$ cat config.mk
export PLATFORM = sky130hd
export DESIGN_NAME = adaptive_filter_ctrl
export DESIGN_NICKNAME = d
export VERILOG_FILES = /design/src/rtl/adaptive_filter_ctrl.sv
export SDC_FILE = /design/constraint.sdc
export NUM_CORES = 1
export LEC_CHECK = 0
export CAP_MARGIN = 15
export CORE_MARGIN = 4
export CORE_UTILIZATION = 45
export CTS_BUF_LIST = sky130_fd_sc_hd__clkbuf_4 sky130_fd_sc_hd__clkbuf_8 sky130_fd_sc_hd__clkbuf_16
export DETAILED_ROUTE_END_ITERATION = 6
export HOLD_SLACK_MARGIN = 0.05
export PLACE_DENSITY = 0.7
export SLEW_MARGIN = 10
export SYNTH_ARGS = -nofsm -noshare
export SYNTH_HDL_FRONTEND = slang
export SYNTH_SLANG_ARGS = --single-unit
export TNS_END_PERCENT = 1
$ cat constraint.sdc
create_clock -name clk -period 3.4 [get_ports clk]
set_clock_uncertainty 0.2 [all_clocks]
set_input_delay 0.68 -clock clk [delete_from_list [all_inputs] [get_ports clk]]
set_output_delay 0.68 -clock clk [all_outputs]
set_load 0.02 [all_outputs]
$ cat src/rtl/adaptive_filter_ctrl.sv
// adaptive_filter_ctrl
//   Timing and sequencing controller for the receive adaptive equalizer
//   (FSE + LMS + rate-1 downsampler + slicer). Derives the T/2 and T strobes
//   from the system clock at a programmable sampling phase and runs the
//   start-up sequence IDLE -> FLUSH -> ADAPT <-> HOLD.
//
// Ports
//   clk           system clock
//   i_reset_n     asynchronous active-low reset (release synchronised here)
//   i_enable      run receiver; low returns to IDLE (highest priority)
//   i_phase       rate-1 strobe position in the symbol, taken modulo OS_FACTOR
//   i_freeze      hold LMS taps (ADAPT <-> HOLD)
//   o_en_rx       equalizer global enable (FLUSH/ADAPT/HOLD)
//   o_en_rate2    T/2 strobe
//   o_en_rate1    T strobe
//   o_save_shtrs  LMS shift-register capture strobe (rate-1 strobe in ADAPT)
//   o_en_adapt    LMS tap update enable (ADAPT only)
//   o_locked      training complete, sticky until IDLE/reset
//   o_state       IDLE=0, FLUSH=1, ADAPT=2, HOLD=3
//   o_sym_cnt     rate-1 strobes counted in ADAPT/HOLD, saturating
module adaptive_filter_ctrl #(
  parameter int unsigned OS_FACTOR  = 4,
  parameter int unsigned PHASE_W    = 2,
  parameter int unsigned FLUSH_SYMS = 5,
  parameter int unsigned TRAIN_SYMS = 1024,
  parameter int unsigned NB_SYM_CNT = 16
) (
  input  logic                  clk,
  input  logic                  i_reset_n,
  input  logic                  i_enable,
  input  logic [PHASE_W-1:0]    i_phase,
  input  logic                  i_freeze,
  output logic                  o_en_rx,
  output logic                  o_en_rate2,
  output logic                  o_en_rate1,
  output logic                  o_save_shtrs,
  output logic                  o_en_adapt,
  output logic                  o_locked,
  output logic [1:0]            o_state,
  output logic [NB_SYM_CNT-1:0] o_sym_cnt
);

  localparam int unsigned HALF = OS_FACTOR / 2;
  localparam int unsigned FL_W = (FLUSH_SYMS > 1) ? $clog2(FLUSH_SYMS) : 1;
  localparam logic [PHASE_W-1:0] CNT_LAST = PHASE_W'(OS_FACTOR - 1);
  localparam logic [FL_W-1:0]    FL_LAST  = FL_W'(FLUSH_SYMS - 1);

  typedef enum logic [1:0] {
    S_IDLE  = 2'd0,
    S_FLUSH = 2'd1,
    S_ADAPT = 2'd2,
    S_HOLD  = 2'd3
  } state_e;

  state_e                  state_q, state_d;
  logic [PHASE_W-1:0]      cnt_q, cnt_d;
  logic [PHASE_W-1:0]      phase_q, phase_d;
  logic [PHASE_W-1:0]      phase_in, phase_b;
  logic [FL_W-1:0]         flush_cnt_q, flush_cnt_d;
  logic [NB_SYM_CNT-1:0]   sym_cnt_q, sym_cnt_d;
  logic                    locked_q, locked_d;
  logic                    en_rx_q, en_rx_d;
  logic                    en_rate1_q, en_rate1_d;
  logic                    en_rate2_q, en_rate2_d;
  logic                    save_q, save_d;
  logic                    adapt_q, adapt_d;
  logic                    run_d;
  logic                    rst_meta_q, rst_sync_q;

  // Reset synchroniser: assertion passes through asynchronously, release is
  // delayed two clock edges so all downstream flops leave reset together.
  always_ff @(posedge clk or negedge i_reset_n) begin
    if (!i_reset_n) begin
      rst_meta_q <= 1'b0;
      rst_sync_q <= 1'b0;
    end else begin
      rst_meta_q <= 1'b1;
      rst_sync_q <= rst_meta_q;
    end
  end

  // State register
  always_ff @(posedge clk or negedge rst_sync_q) begin
    if (!rst_sync_q) begin
      state_q <= S_IDLE;
    end else begin
      state_q <= state_d;
    end
  end

  // Next-state logic; the flush exit uses the registered strobe so ADAPT
  // starts the cycle after the last flush strobe.
  always_comb begin
    state_d = state_q;
    unique case (state_q)
      S_IDLE:  if (i_enable) state_d = S_FLUSH;
      S_FLUSH: if (en_rate1_q && (flush_cnt_q == FL_LAST))
                 state_d = i_freeze ? S_HOLD : S_ADAPT;
      S_ADAPT: if (i_freeze) state_d = S_HOLD;
      S_HOLD:  if (!i_freeze) state_d = S_ADAPT;
      default: state_d = S_IDLE;
    endcase
    if (!i_enable) state_d = S_IDLE;
  end

  // Output / datapath next values. Every output is computed from the
  // next-cycle state, counter and phase so the registered outputs line up
  // with the state they describe.
  always_comb begin
    phase_in = PHASE_W'(32'(i_phase) % OS_FACTOR);

    if ((state_q == S_IDLE) || (state_d == S_IDLE)) begin
      cnt_d = '0;
    end else if (cnt_q == CNT_LAST) begin
      cnt_d = '0;
    end else begin
      cnt_d = cnt_q + PHASE_W'(1);
    end

    // New phase only takes effect at a symbol boundary, so a change cannot
    // split or double a symbol.
    if ((state_q == S_IDLE) || (cnt_q == CNT_LAST)) begin
      phase_d = phase_in;
    end else begin
      phase_d = phase_q;
    end
    phase_b = PHASE_W'((32'(phase_d) + HALF) % OS_FACTOR);

    run_d      = (state_d != S_IDLE);
    en_rx_d    = run_d;
    en_rate1_d = run_d && (cnt_d == phase_d);
    en_rate2_d = run_d && ((cnt_d == phase_d) || (cnt_d == phase_b));
    adapt_d    = (state_d == S_ADAPT);
    save_d     = en_rate1_d && (state_d == S_ADAPT);

    if (state_d != S_FLUSH) begin
      flush_cnt_d = '0;
    end else if ((state_q == S_FLUSH) && en_rate1_q) begin
      flush_cnt_d = flush_cnt_q + FL_W'(1);
    end else begin
      flush_cnt_d = flush_cnt_q;
    end

    if ((state_d == S_IDLE) || (state_d == S_FLUSH)) begin
      sym_cnt_d = '0;
    end else if (((state_q == S_ADAPT) || (state_q == S_HOLD)) && en_rate1_q &&
                 (sym_cnt_q != '1)) begin
      sym_cnt_d = sym_cnt_q + NB_SYM_CNT'(1);
    end else begin
      sym_cnt_d = sym_cnt_q;
    end

    if (state_d == S_IDLE) begin
      locked_d = 1'b0;
    end else if ((state_q == S_ADAPT) && (32'(sym_cnt_q) >= TRAIN_SYMS)) begin
      locked_d = 1'b1;
    end else begin
      locked_d = locked_q;
    end
  end

  // Datapath and output registers
  always_ff @(posedge clk or negedge rst_sync_q) begin
    if (!rst_sync_q) begin
      cnt_q       <= '0;
      phase_q     <= '0;
      flush_cnt_q <= '0;
      sym_cnt_q   <= '0;
      locked_q    <= 1'b0;
      en_rx_q     <= 1'b0;
      en_rate1_q  <= 1'b0;
      en_rate2_q  <= 1'b0;
      save_q      <= 1'b0;
      adapt_q     <= 1'b0;
    end else begin
      cnt_q       <= cnt_d;
      phase_q     <= phase_d;
      flush_cnt_q <= flush_cnt_d;
      sym_cnt_q   <= sym_cnt_d;
      locked_q    <= locked_d;
      en_rx_q     <= en_rx_d;
      en_rate1_q  <= en_rate1_d;
      en_rate2_q  <= en_rate2_d;
      save_q      <= save_d;
      adapt_q     <= adapt_d;
    end
  end

  assign o_en_rx      = en_rx_q;
  assign o_en_rate2   = en_rate2_q;
  assign o_en_rate1   = en_rate1_q;
  assign o_save_shtrs = save_q;
  assign o_en_adapt   = adapt_q;
  assign o_locked     = locked_q;
  assign o_state      = state_q;
  assign o_sym_cnt    = sym_cnt_q;

endmodule

==> results of run 1 <==
[per-layer routing]
layer	track usage, %	up-vias
li1	-	699
met1	22.2	735
met2	29.3	39
met3	3.45	6
met4	5.11	0
met5	0	-
[logic make-up after synthesis]
| kind of cell | count (synthesis) |
|---|---|
| mux | 6 |
| flops | 33 |
| xor+xnor | 5 |
| other cells | 1 |
| simple gates | 66 |
| fa+ha+maj | 5 |
| buf+inv | 18 |
| compound gates | 41 |
[Yosys cell counts (2+ instances only)]
| cell | n |
|---|---|
| nand3_1 | 5 |
| mux2i_1 | 4 |
| inv_1 | 9 |
| a21oi_1 | 14 |
| and2_1 | 3 |
| o21ai_0 | 6 |
| buf_2 | 3 |
| xor2_1 | 3 |
| ha_1 | 5 |
| a2111o_1 | 3 |
| and4_1 | 3 |
| nor2_1 | 11 |
| nor4_1 | 4 |
| o311ai_0 | 2 |
| or4_1 | 4 |
| o41ai_1 | 3 |
| o31ai_1 | 3 |
| a31oi_1 | 2 |
| dfrtp_1 | 33 |
| buf_4 | 2 |
| or3_1 | 4 |
| xnor2_1 | 2 |
| nand4_1 | 4 |
| and4_4 | 2 |
| mux2_2 | 2 |
| nand2_1 | 18 |
| and3_1 | 3 |
| o211ai_1 | 2 |
[per-stage QoR]
step / setup WS, ns / hold WS, ns / cells / power (W)
CTS: 0.866 / 0.167 / 253 / 0.000756
detailed placement: 0.801 / 0.137 / 245 / 0.000464
global placement: 0.886 / 0.140 / 245 / 0.000462
finish: 0.858 / 0.166 / 253 / 0.000751
global route: 0.699 / 0.169 / 253 / 0.000782
floorplan: 1.30 / 0.131 / 175 / 0.000441
[flip-flops by register name (all words and copies together) (netlist names), 2 cells and up]
name,flops
o_sym_cnt,16
o_state,2
cnt_q,2
flush_cnt_q,3
phase_q,2
[cell usage in the layout (no fill, tap or decap), drive strengths merged, types with 2 or more instances in the layout]
cell           Yosys  final
o31ai              3      3
clkdlybuf4s50      0     29
o21ai              6      6
nand2             18     18
and4               5      5
inv               10     10
or4                4      4
a31oi              2      2
nand3              5      5
dfrtp             33     33
a21oi             14     14
xor2               3      3
and3               3      3
o211ai             2      2
xnor2              2      2
ha                 5      5
mux2               2      2
nand4              4      4
a2111o             3      3
nor2              11     11
mux2i              4      4
and2               3      3
nor4               4      4
clkinvlp           0      3
clkbuf             2      5
or3                4      4
o41ai              3      3
o311ai             2      2
[worst max path at each step]
| stage | startpoint | end | slack [ns] | cells past startpoint |
|---|---|---|---|---|
| 3_3_place_gp | i_enable | o_sym_cnt[15]$_DFFE_PN0P_ | 0.89 | 5 |
| 4_1_cts | flush_cnt_q[1]$_DFFE_PN0P_ | o_sym_cnt[9]$_DFFE_PN0P_ | 0.87 | 7 |
| 2_1_floorplan | o_sym_cnt[0]$_DFFE_PN0P_ | o_sym_cnt[8]$_DFFE_PN0P_ | 1.30 | 6 |
| 5_1_grt | flush_cnt_q[1]$_DFFE_PN0P_ | o_sym_cnt[9]$_DFFE_PN0P_ | 0.70 | 7 |
| 3_5_place_dp | i_enable | o_sym_cnt[9]$_DFFE_PN0P_ | 0.80 | 5 |
| 6_report | flush_cnt_q[1]$_DFFE_PN0P_ | o_sym_cnt[9]$_DFFE_PN0P_ | 0.86 | 7 |
[report_power, final]
group / switching [W] / total (W) / leakage [nW] / internal (W)
registers: 0.0000125 / 0.000414 / 0.444 / 0.000401
clock network: 0.000152 / 0.000295 / 0.0364 / 0.000143
logic: 0.0000203 / 0.0000418 / 0.371 / 0.0000215
total: 0.000185 / 0.000751 / 0.852 / 0.000566
[final cells by class]
| cell class | instances | area share, % |
|---|---|---|
| sequential | 33 | 38.9 |
| multi-input combinational | 124 | 38.1 |
| timing repair buffer | 30 | 14.0 |
| clock buffer | 5 | 3.24 |
| tap | 48 | 2.83 |
| inverter | 10 | 1.77 |
| clock inverter | 3 | 1.06 |
==> summary.md, run 1 <==
| Metric | Value |
|---|---|
| Layout Area Growth over Synthesis | `23.2%` |
| Top routing layer used | `met4` |
| Wire per inst | `15.7 um` |
| Maximum VDD drop | `0.000244 V` |
| Tmin final | `2.54 ns` |
| Min-delay worst type | `reg2reg` |
| Post_cts resized | `0` |
| Routed vias | `1479` |
| Total global-route track usage | `17.2%` |
| Gp weighted congestion | `0.867` |
| Slew @ Worst Pin | `0.941 ns` |
| Post-synth top area cell | `dfrtp_1` |
| H-tree levels | `2` |
| Vias in the first global route | `1426` |
| Worst r2r path cells | `7` |
| CTS tree | `built` |
| Wire length on met1 | `1680 um` |
| Post-synth EDFFs | `0` |
| Slew HR | `37.2%` |
| Cts bufs inserted | `5` |
| Post-layout util | `57.5%` |
| Crit path DAT | `2.48 ns` |
| Post-synth ARST share | `100%` |
| Initial Util | `46.7%` |
| Initial DRC count | `87` |
| Final Max Slew Viols | `0` |
| I/O pin total | `30` |
| Post-route cell area | `2120 sq um` |
| Dominant synthesized flop cell | `dfrtp_1` |
| Crit path buf inv count | `2` |
| Hold path endpoint | `rst_sync_q$_DFF_PN0_` |
| Largest net degree at the start of global routing | `24` |
| Post-Synth Simple-Gate Area | `20.8%` |
| Die Ht | `69.9 um` |
| Synth Area in XOR/XNOR | `2.54%` |
| CP Launch Type | `flop` |
| First-pass GRT wire length | `6870 um` |
| Area occupied by multi-input gates | `810 sq um` |
| Worst Hold Depth | `0` |
| End of the worst register-to-register path | `o_sym_cnt[9]$_DFFE_PN0P_` |
| Syn Inst Count | `175` |
| RSZ-0062 raised after global routing | `false` |
| DP HPWL | `2790 um` |
| Cts hold-fix bufs | `0` |
| Worst reg2reg setup slack | `0.86 ns` |
| Setup Buffers After CTS | `0` |
| Finish-stage setup viols | `0` |
| Post-Synth Adder-Cell Area | `3.63%` |
| Final hold viol count | `0` |
| Max cap viols | `0` |
| CP top delay family | `compound AO/OA/AOI/OAI gates` |
| ANT cells | `0` |
| Avg Synthesized Cell Area | `9.85 sq um` |
| CP Class | `reg2reg` |
| Status | `finished, final reports clean` |
| Sequential fraction of the synthesis area | `47.9%` |
| Mux contribution to synthesized area | `3.63%` |
| Setup TNS | `0 ns` |
| Post-layout nets | `215` |
| Post-synth net total | `186` |
| CP required | `3.34 ns` |
| Routed wl met2 | `2070 um` |
| Synth Cell Area | `1720 sq um` |
| Detailed Route WL | `3970 um` |
| Area contributors post-synth | `dfrtp_1 (48%), a21oi_1 (4.1%), nand2_1 (3.9%), ha_1 (3.6%), nor2_1 (2.4%)` |
| Max Freq | `393 MHz` |
| Crit. End Element | `flop` |
| RR Startpoint | `flush_cnt_q[1]$_DFFE_PN0P_` |
| Compound-gate portion of the synthesized area | `16.1%` |
| Core area | `3690 sq um` |
| CP cell instances | `inv_1, ha_1, a41oi_1, nand2b_1, inv_2, o311ai_0, o41ai_1` |
| Final antenna-violating net count | `0` |
| Placed Area | `2030 sq um` |
| CTS Buffer Depth | `2` |
| Gr ovfl total | `0` |
| HP Start | `rst_meta_q$_DFF_PN0_` |
| Drt drc | `0` |
| Synth top area share | `47.9%` |
| Final Cycle Share | `74.8%` |
| Critical Path Slowest Stage Cell | `nand2b_1` |
| Via density | `5.85` |
| Die Width | `69.9 um` |
| Largest family of logic cells by synthesized area | `simple AND/OR/NAND/NOR gates` |
| Ys Warns | `0` |
| Root Driver | `clkbuf_8` |
| Critical Path Max Stage Delay | `0.62 ns` |
| Worst skew pair latency | `0.29 ns` |
| Clock Sinks | `33` |
| Synthesized flop and latch total | `33` |
| Yosys cell types | `44` |
| Site Rows | `22` |
| Reg clk slew, reported paths | `0.07 ns` |
| Pwr dens | `354 nW/um^2` |
| FF+latch area | `826 sq um` |
| Critical Path Fanout Max | `16` |
| Pre-antenna DRT Iters | `6` |
| Met3 wire length | `176 um` |
| Die ar. | `4880 sq um` |
| # fillers | `332` |
| # port buffers | `29` |
| Initial antenna violation count | `0` |
| Share of cells above drive strength 1 | `6.83%` |
| Lkg Pwr | `0.852 nW` |
Note: power is estimated with default switching activity, not from simulation.
==> run 2, diff against run 1 <==
clock period = 2.6 ns   (was 3.4 ns; I/O delays follow)
==> run 2 against run 1 <==
- clock power grew 34%
- hold slack lost 0.11 ns
- cell count is the same
- sequential share of layout area shrank 0.11 points
- core utilization grew 0.17 points
- critical path depth shrank 6
- combinational power grew 47%
- register-to-register slack lost 0.37 ns
- via count shrank 2.2%
- count of clock-buffer cells in the layout grew 1
==> summary.md, run 2 (same netlist as run 1, synthesis figures left out) <==
| Metric | Value |
|---|---|
| Reg clk slew, reported paths | `0.07 ns (about the same)` |
| H-tree levels | `2 (unchanged)` |
| Post-layout nets | `216 (was 215)` |
| CP required | `1.88 ns (was 3.34 ns)` |
| # port buffers | `29 (unchanged)` |
| Tmin final | `2.20 ns` |
| DP HPWL | `2840 um (was 2790 um)` |
| Final Cycle Share | `84.6%` |
| Drt drc | `0 (unchanged)` |
| Maximum VDD drop | `0.000332 V (was 0.000244 V)` |
| Post-layout util | `57.7% (was 57.5%)` |
| Crit path DAT | `1.48 ns (was 2.48 ns)` |
| Initial Util | `46.7% (unchanged)` |
| Finish-stage setup viols | `0 (unchanged)` |
| CTS tree | `built (unchanged)` |
| Largest net degree at the start of global routing | `32 (was 24)` |
| Status | `finished, final reports clean (unchanged)` |
| Die Ht | `69.9 um (unchanged)` |
| Via density | `5.72 (was 5.85)` |
| Critical Path Max Stage Delay | `0.67 ns (was 0.62 ns)` |
| Slew @ Worst Pin | `0.552 ns (was 0.941 ns)` |
| Detailed Route WL | `4040 um (was 3970 um)` |
| Clock Sinks | `33 (unchanged)` |
| Wire per inst | `16.0 um (was 15.7 um)` |
| Cts hold-fix bufs | `0 (unchanged)` |
| I/O pin total | `30 (unchanged)` |
| Max cap viols | `0 (unchanged)` |
| Share of cells above drive strength 1 | `6.83% (unchanged)` |
| Site Rows | `22 (unchanged)` |
| Gr ovfl total | `0 (unchanged)` |
| ANT cells | `0 (unchanged)` |
| Total global-route track usage | `17.4% (was 17.2%)` |
| Die ar. | `4880 sq um (unchanged)` |
| Critical Path Slowest Stage Cell | `clkdlybuf4s50_1 (was nand2b_1)` |
| Pre-antenna DRT Iters | `4 (was 6)` |
| Critical Path Fanout Max | `10 (was 16)` |
| Routed vias | `1446 (was 1479)` |
| # fillers | `342 (was 332)` |
| RSZ-0062 raised after global routing | `false (unchanged)` |
| Initial antenna violation count | `0 (unchanged)` |
| Vias in the first global route | `1492 (was 1426)` |
| Gp weighted congestion | `0.967 (was 0.867)` |
| Max Freq | `455 MHz` |
| Crit. End Element | `output port (was flop)` |
| CP Launch Type | `flop (unchanged)` |
| Core area | `3690 sq um (unchanged)` |
| Final antenna-violating net count | `0 (unchanged)` |
| Min-delay worst type | `reg2async (was reg2reg)` |
| Final hold viol count | `0 (unchanged)` |
| Worst skew pair latency | `0.28 ns (was 0.29 ns)` |
| Commonest non-fill, non-tap cell in the layout | `dfrtp_1 (unchanged)` |
| Final Max Slew Viols | `0 (unchanged)` |
| Root Driver | `clkbuf_8 (unchanged)` |
| Layout Area Growth over Synthesis | `23.5% (was 23.2%)` |
| Pwr dens | `466 nW/um^2 (was 354 nW/um^2)` |
| Area occupied by multi-input gates | `810 sq um (unchanged)` |
| CP Class | `reg2out (was reg2reg)` |
| CP top delay family | `buffers and inverters (was compound AO/OA/AOI/OAI gates)` |
| Slew HR | `62.9% (was 37.2%)` |
| CP cell instances | `clkdlybuf4s50_1 (was inv_1, ha_1, a41oi_1, nand2b_1, inv_2, o311ai_0, o41ai_1)` |
| Lkg Pwr | `0.863 nW (was 0.852 nW)` |
| FF+latch area | `826 sq um (unchanged)` |
| Die Width | `69.9 um (unchanged)` |
| Cts bufs inserted | `5 (unchanged)` |
| First-pass GRT wire length | `6920 um (was 6870 um)` |
| Initial DRC count | `109 (was 87)` |
| CTS Buffer Depth | `2 (unchanged)` |
| Crit path buf inv count | `1 (was 2)` |
| Setup TNS | `0 ns (unchanged)` |
| Max reg flops | `16 (unchanged)` |
| Setup Buffers After CTS | `0 (unchanged)` |
| Post_cts resized | `0 (unchanged)` |
| Commonest cells after routing, fill and taps aside | `dfrtp_1 (33), clkdlybuf4s50_1 (29), nand2_1 (18) (unchanged)` |
## run 2: cell count changes in the layout (fill, tap and decap cells not counted), sizes merged
cell	delta
clkinvlp	-2
clkbuf	+1
buf	+1
## run 2: per-layer routing
layer / GRT usage [%] / vias up / wire length, um / part of all wire [%]
met2: 29.5 / 45 / 2090 / 52
li1: - / 698 / - / -
met3: 3.45 / 5 / 171 / 4.2
met1: 21.2 / 698 / 1720 / 43
met5: 0 / - / 0 / 0
met4: 7.87 / 0 / 53 / 1.3
## run 2: metrics by stage
stage	power, W	area [sq um]	hold WS, ns	cells	worst slack, ns
2_1_floorplan	0.000577	1720	0.0244	175	0.504
3_3_place_gp	0.000604	2040	0.0643	246	0.477
3_5_place_dp	0.000606	2040	0.0664	246	0.349
4_1_cts	0.00100	2130	0.0720	253	0.389
5_1_grt	0.00103	2130	0.109	253	0.306
6_report	0.000992	2130	0.0539	253	0.400
## run 2: area by class of cell
class                   count  area share (%)
repair buffers             31            14.3
clock buffers               6            3.88
clock inverters             1           0.353
inverters                  10            1.76
multi-input cells         124            38.0
well taps                  48            2.82
flip-flops and latches     33            38.8
## run 2: where the power goes
group          internal (W)  leakage [nW]  switching (W)   total, W
Clock              0.000209        0.0433       0.000187   0.000396
Sequential         0.000525         0.444     0.00000976   0.000535
Combinational     0.0000282         0.375      0.0000332  0.0000615
## run 2: final timing paths
path	startpoint	to	slack, ns	depth (start not counted)
worst max-delay path	o_state[1]$_DFF_PN0_	o_state[1]	0.40	1
worst min-delay path	rst_sync_q$_DFF_PN0_	o_sym_cnt[3]$_DFFE_PN0P_	0.05	1
worst max register to register	o_sym_cnt[0]$_DFFE_PN0P_	o_sym_cnt[8]$_DFFE_PN0P_	0.49	5
worst min register to register	rst_sync_q$_DFF_PN0_	o_sym_cnt[3]$_DFFE_PN0P_	0.05	1
max in group asynchronous	rst_sync_q$_DFF_PN0_	o_sym_cnt[6]$_DFFE_PN0P_	1.86	1
min in group clk	rst_meta_q$_DFF_PN0_	rst_sync_q$_DFF_PN0_	0.16	0
==> run 3, diff against run 2 <==
PLACE_DENSITY = 0.72   (was 0.7)
clock period = 1.79 ns   (was 2.6 ns; I/O delays follow)
==> run 3 against run 2 <==
- the flow now finishes with violations (setup timing)
- critical endpoint is now o_sym_cnt[8]$_DFFE_PN0P_
- core utilization increased by 10 points
- sequential cell count unchanged
- cell count increased by 16%
- sequential power rose by 45%
- design area up 18%
- power up 44%
- sequential share of layout area down 5.7 points
==> summary.md, run 3 (same netlist as run 1, synthesis figures left out) <==
| Metric | Value |
|---|---|
| Gp weighted congestion | `0.907 (was 0.967)` |
| Root Driver | `clkbuf_8 (unchanged)` |
| Net Switching | `0.000349 W (was 0.000230 W)` |
| Clock Sinks | `33 (unchanged)` |
| Maximum VDD drop | `0.000477 V (was 0.000332 V)` |
| H-tree levels | `2 (unchanged)` |
| Critical Path Slowest Stage Cell | `or4_1 (was clkdlybuf4s50_1)` |
| Area occupied by multi-input gates | `923 sq um (was 810 sq um)` |
| First-pass GRT wire length | `7330 um (was 6920 um)` |
| ANT cells | `0 (unchanged)` |
| Pre-antenna DRT Iters | `5 (was 4)` |
| Largest net degree at the start of global routing | `32 (unchanged)` |
| RSZ-0062 raised after global routing | `true (was false)` |
| Total global-route track usage | `18.5% (was 17.4%)` |
| Final hold viol count | `0 (unchanged)` |
| Worst skew pair latency | `0.28 ns (about the same)` |
| Failing checks | `setup timing` |
| Final antenna-violating net count | `0 (unchanged)` |
| Final Cycle Share | `107%` |
| Clock group share of total power | `38.8% (was 39.9%)` |
| Critical Path Max Stage Delay | `0.48 ns (was 0.67 ns)` |
| CP required | `1.81 ns (was 1.88 ns)` |
| Tmin final | `1.92 ns` |
| Max reg flops | `16 (unchanged)` |
| Detailed Route WL | `4470 um (was 4040 um)` |
| I/O pin total | `30 (unchanged)` |
| # port buffers | `29 (unchanged)` |
| Crit. End Element | `flop (was output port)` |
| Final setup margin | `-0.126 ns (was 0.400 ns)` |
| Switching share of power | `24.5% (was 23.2%)` |
| Dpl ws | `-0.194 ns (was 0.349 ns)` |
| Initial Util | `46.7% (unchanged)` |
| Max Freq | `522 MHz` |
| Min Hold Slack | `0.0523 ns (was 0.0539 ns)` |
| Die Ht | `69.9 um (unchanged)` |
| Reg power frac | `54.3% (was 53.9%)` |
| CP Launch Type | `flop (unchanged)` |
| Initial antenna violation count | `0 (unchanged)` |
| Reg clk slew, reported paths | `0.07 ns (about the same)` |
| Lkg Pwr | `1.22 nW (was 0.863 nW)` |
| # fillers | `291 (was 342)` |
| Gr ovfl total | `0 (unchanged)` |
| Status | `finished, violations left (was finished, final reports clean)` |
| CTS tree | `built (unchanged)` |
| Site Rows | `22 (unchanged)` |
| Via density | `5.65 (was 5.72)` |
| Final Max Slew Viols | `0 (unchanged)` |
| CP Class | `reg2reg (was reg2out)` |
| Layout Area Growth over Synthesis | `46.0% (was 23.5%)` |
| Post-layout util | `68.2% (was 57.7%)` |
| CP cell instances | `ha_4, and4_1, and4_4, or4_1, a21oi_2 (was clkdlybuf4s50_1)` |
| Commonest non-fill, non-tap cell in the layout | `buf_4 (was dfrtp_1)` |
| Initial DRC count | `178 (was 109)` |
| Min-delay worst type | `reg2async (unchanged)` |
| Cts bufs inserted | `5 (unchanged)` |
| Vias in the first global route | `1608 (was 1492)` |
| CTS Buffer Depth | `2 (unchanged)` |
| Max cap viols | `0 (unchanged)` |
| Core area | `3690 sq um (unchanged)` |
| Routed vias | `1654 (was 1446)` |
| Drt drc | `0 (unchanged)` |
| Critical Path Fanout Max | `6 (was 10)` |
| DP HPWL | `3070 um (was 2840 um)` |
| Die Width | `69.9 um (unchanged)` |
| Share of cells above drive strength 1 | `31.0% (was 6.83%)` |
| Die ar. | `4880 sq um (unchanged)` |
| FF+latch area | `833 sq um (was 826 sq um)` |
| Post-layout nets | `255 (was 216)` |
| Logic pwr share | `7.0% (was 6.2%)` |
| Commonest cells after routing, fill and taps aside | `buf_4 (39), dfrtp_1 (27), dlygate4sd2_1 (21) (was dfrtp_1 (33), clkdlybuf4s50_1 (29), nand2_1 (18))` |
| Wire per inst | `15.3 um (was 16.0 um)` |
| Finish-stage setup viols | `10 (was 0)` |
| Pwr dens | `568 nW/um^2 (was 466 nW/um^2)` |
| Internal power | `0.00108 W (was 0.000762 W)` |
| Crit path DAT | `1.94 ns (was 1.48 ns)` |
==> run 3: cell count changes in the layout (fill, tap and decap cells not counted), moves of 3 or more <==
cell,previous run,this run
dlymetal6s2s_1,0,3
buf_4,2,39
dfrtp_2,0,6
a21oi_2,0,6
clkdlybuf4s50_1,29,5
dlygate4sd2_1,0,21
a21oi_1,14,7
dfrtp_1,33,27
==> run 3: power by group through the flow <==
stage / registers (W) / clock network [W] / logic, W
6_report: 0.000775 / 0.000554 / 0.0000994
5_1_grt: 0.000777 / 0.000609 / 0.000111
4_1_cts: 0.000776 / 0.000564 / 0.000102
3_5_place_dp: 0.000790 / 0 / 0.000101
3_3_place_gp: 0.000789 / 0 / 0.0000984
2_1_floorplan: 0.000804 / 0 / 0.0000340
==> run 3: worst max-delay path: cells and delay by family (launching register included) <==
kind | cells | cell delay, ns
adder cells (fa/ha/maj) | 1 | 0.17
flip-flops | 1 | 0.43
AND/OR/NAND/NOR | 3 | 0.93
AO/OA/AOI/OAI | 1 | 0.12
==> run 3: area by class of cell <==
| type | instances | area share, % |
|---|---|---|
| well taps | 48 | 2.39 |
| flip-flops and latches | 33 | 33.1 |
| clock inverters | 3 | 0.697 |
| inverters | 10 | 1.49 |
| clock buffers | 5 | 2.74 |
| repair buffers | 69 | 22.8 |
| multi-input cells | 125 | 36.7 |
==> run 3: worst paths after layout <==
kind                       slack, ns                  endpoint  depth (start not counted)                      from
min                             0.05  o_sym_cnt[3]$_DFFE_PN0P_                          1      rst_sync_q$_DFF_PN0_
max in group asynchronous       0.70      rst_meta_q$_DFF_PN0_                          2                 i_reset_n
min in group clk                0.16      rst_sync_q$_DFF_PN0_                          0      rst_meta_q$_DFF_PN0_
max                            -0.13  o_sym_cnt[8]$_DFFE_PN0P_                          5  o_sym_cnt[1]$_DFFE_PN0P_
min reg2reg                     0.05  o_sym_cnt[3]$_DFFE_PN0P_                          1      rst_sync_q$_DFF_PN0_
max reg2reg                    -0.13  o_sym_cnt[8]$_DFFE_PN0P_                          5  o_sym_cnt[1]$_DFFE_PN0P_
==> run 3: stage by stage <==
stage | instance area (sq um) | instances | total power (W) | TNS (ns)
floorplan | 1740 | 175 | 0.000838 | -1.22
global placement | 2320 | 282 | 0.000888 | -0.752
detailed placement | 2320 | 282 | 0.000890 | -1.38
CTS | 2440 | 291 | 0.00144 | -0.190
global route | 2510 | 293 | 0.00150 | -1.40
finish | 2510 | 293 | 0.00143 | -0.681
==> run 3: timing repair <==
item / 4_1_cts / 5_1_grt
hold buffers: 1 / 0
gates resized for setup: 34 / 16
setup endpoints to repair: 35 / 20
gates cloned: 0 / 1
pin swaps: 8 / 4
endpoints found under the hold margin: 2 / 0
buffers inserted: 0 / 1
==> run 3: layer usage <==
| metal | up-vias | track usage [%] | wire (um) |
|---|---|---|---|
| li1 | 787 | - | - |
| met3 | 9 | 3.88 | 264 |
| met1 | 792 | 23.0 | 1870 |
| met4 | 0 | 6.38 | 53 |
| met2 | 66 | 31.9 | 2280 |
| met5 | - | 0 | 0 |
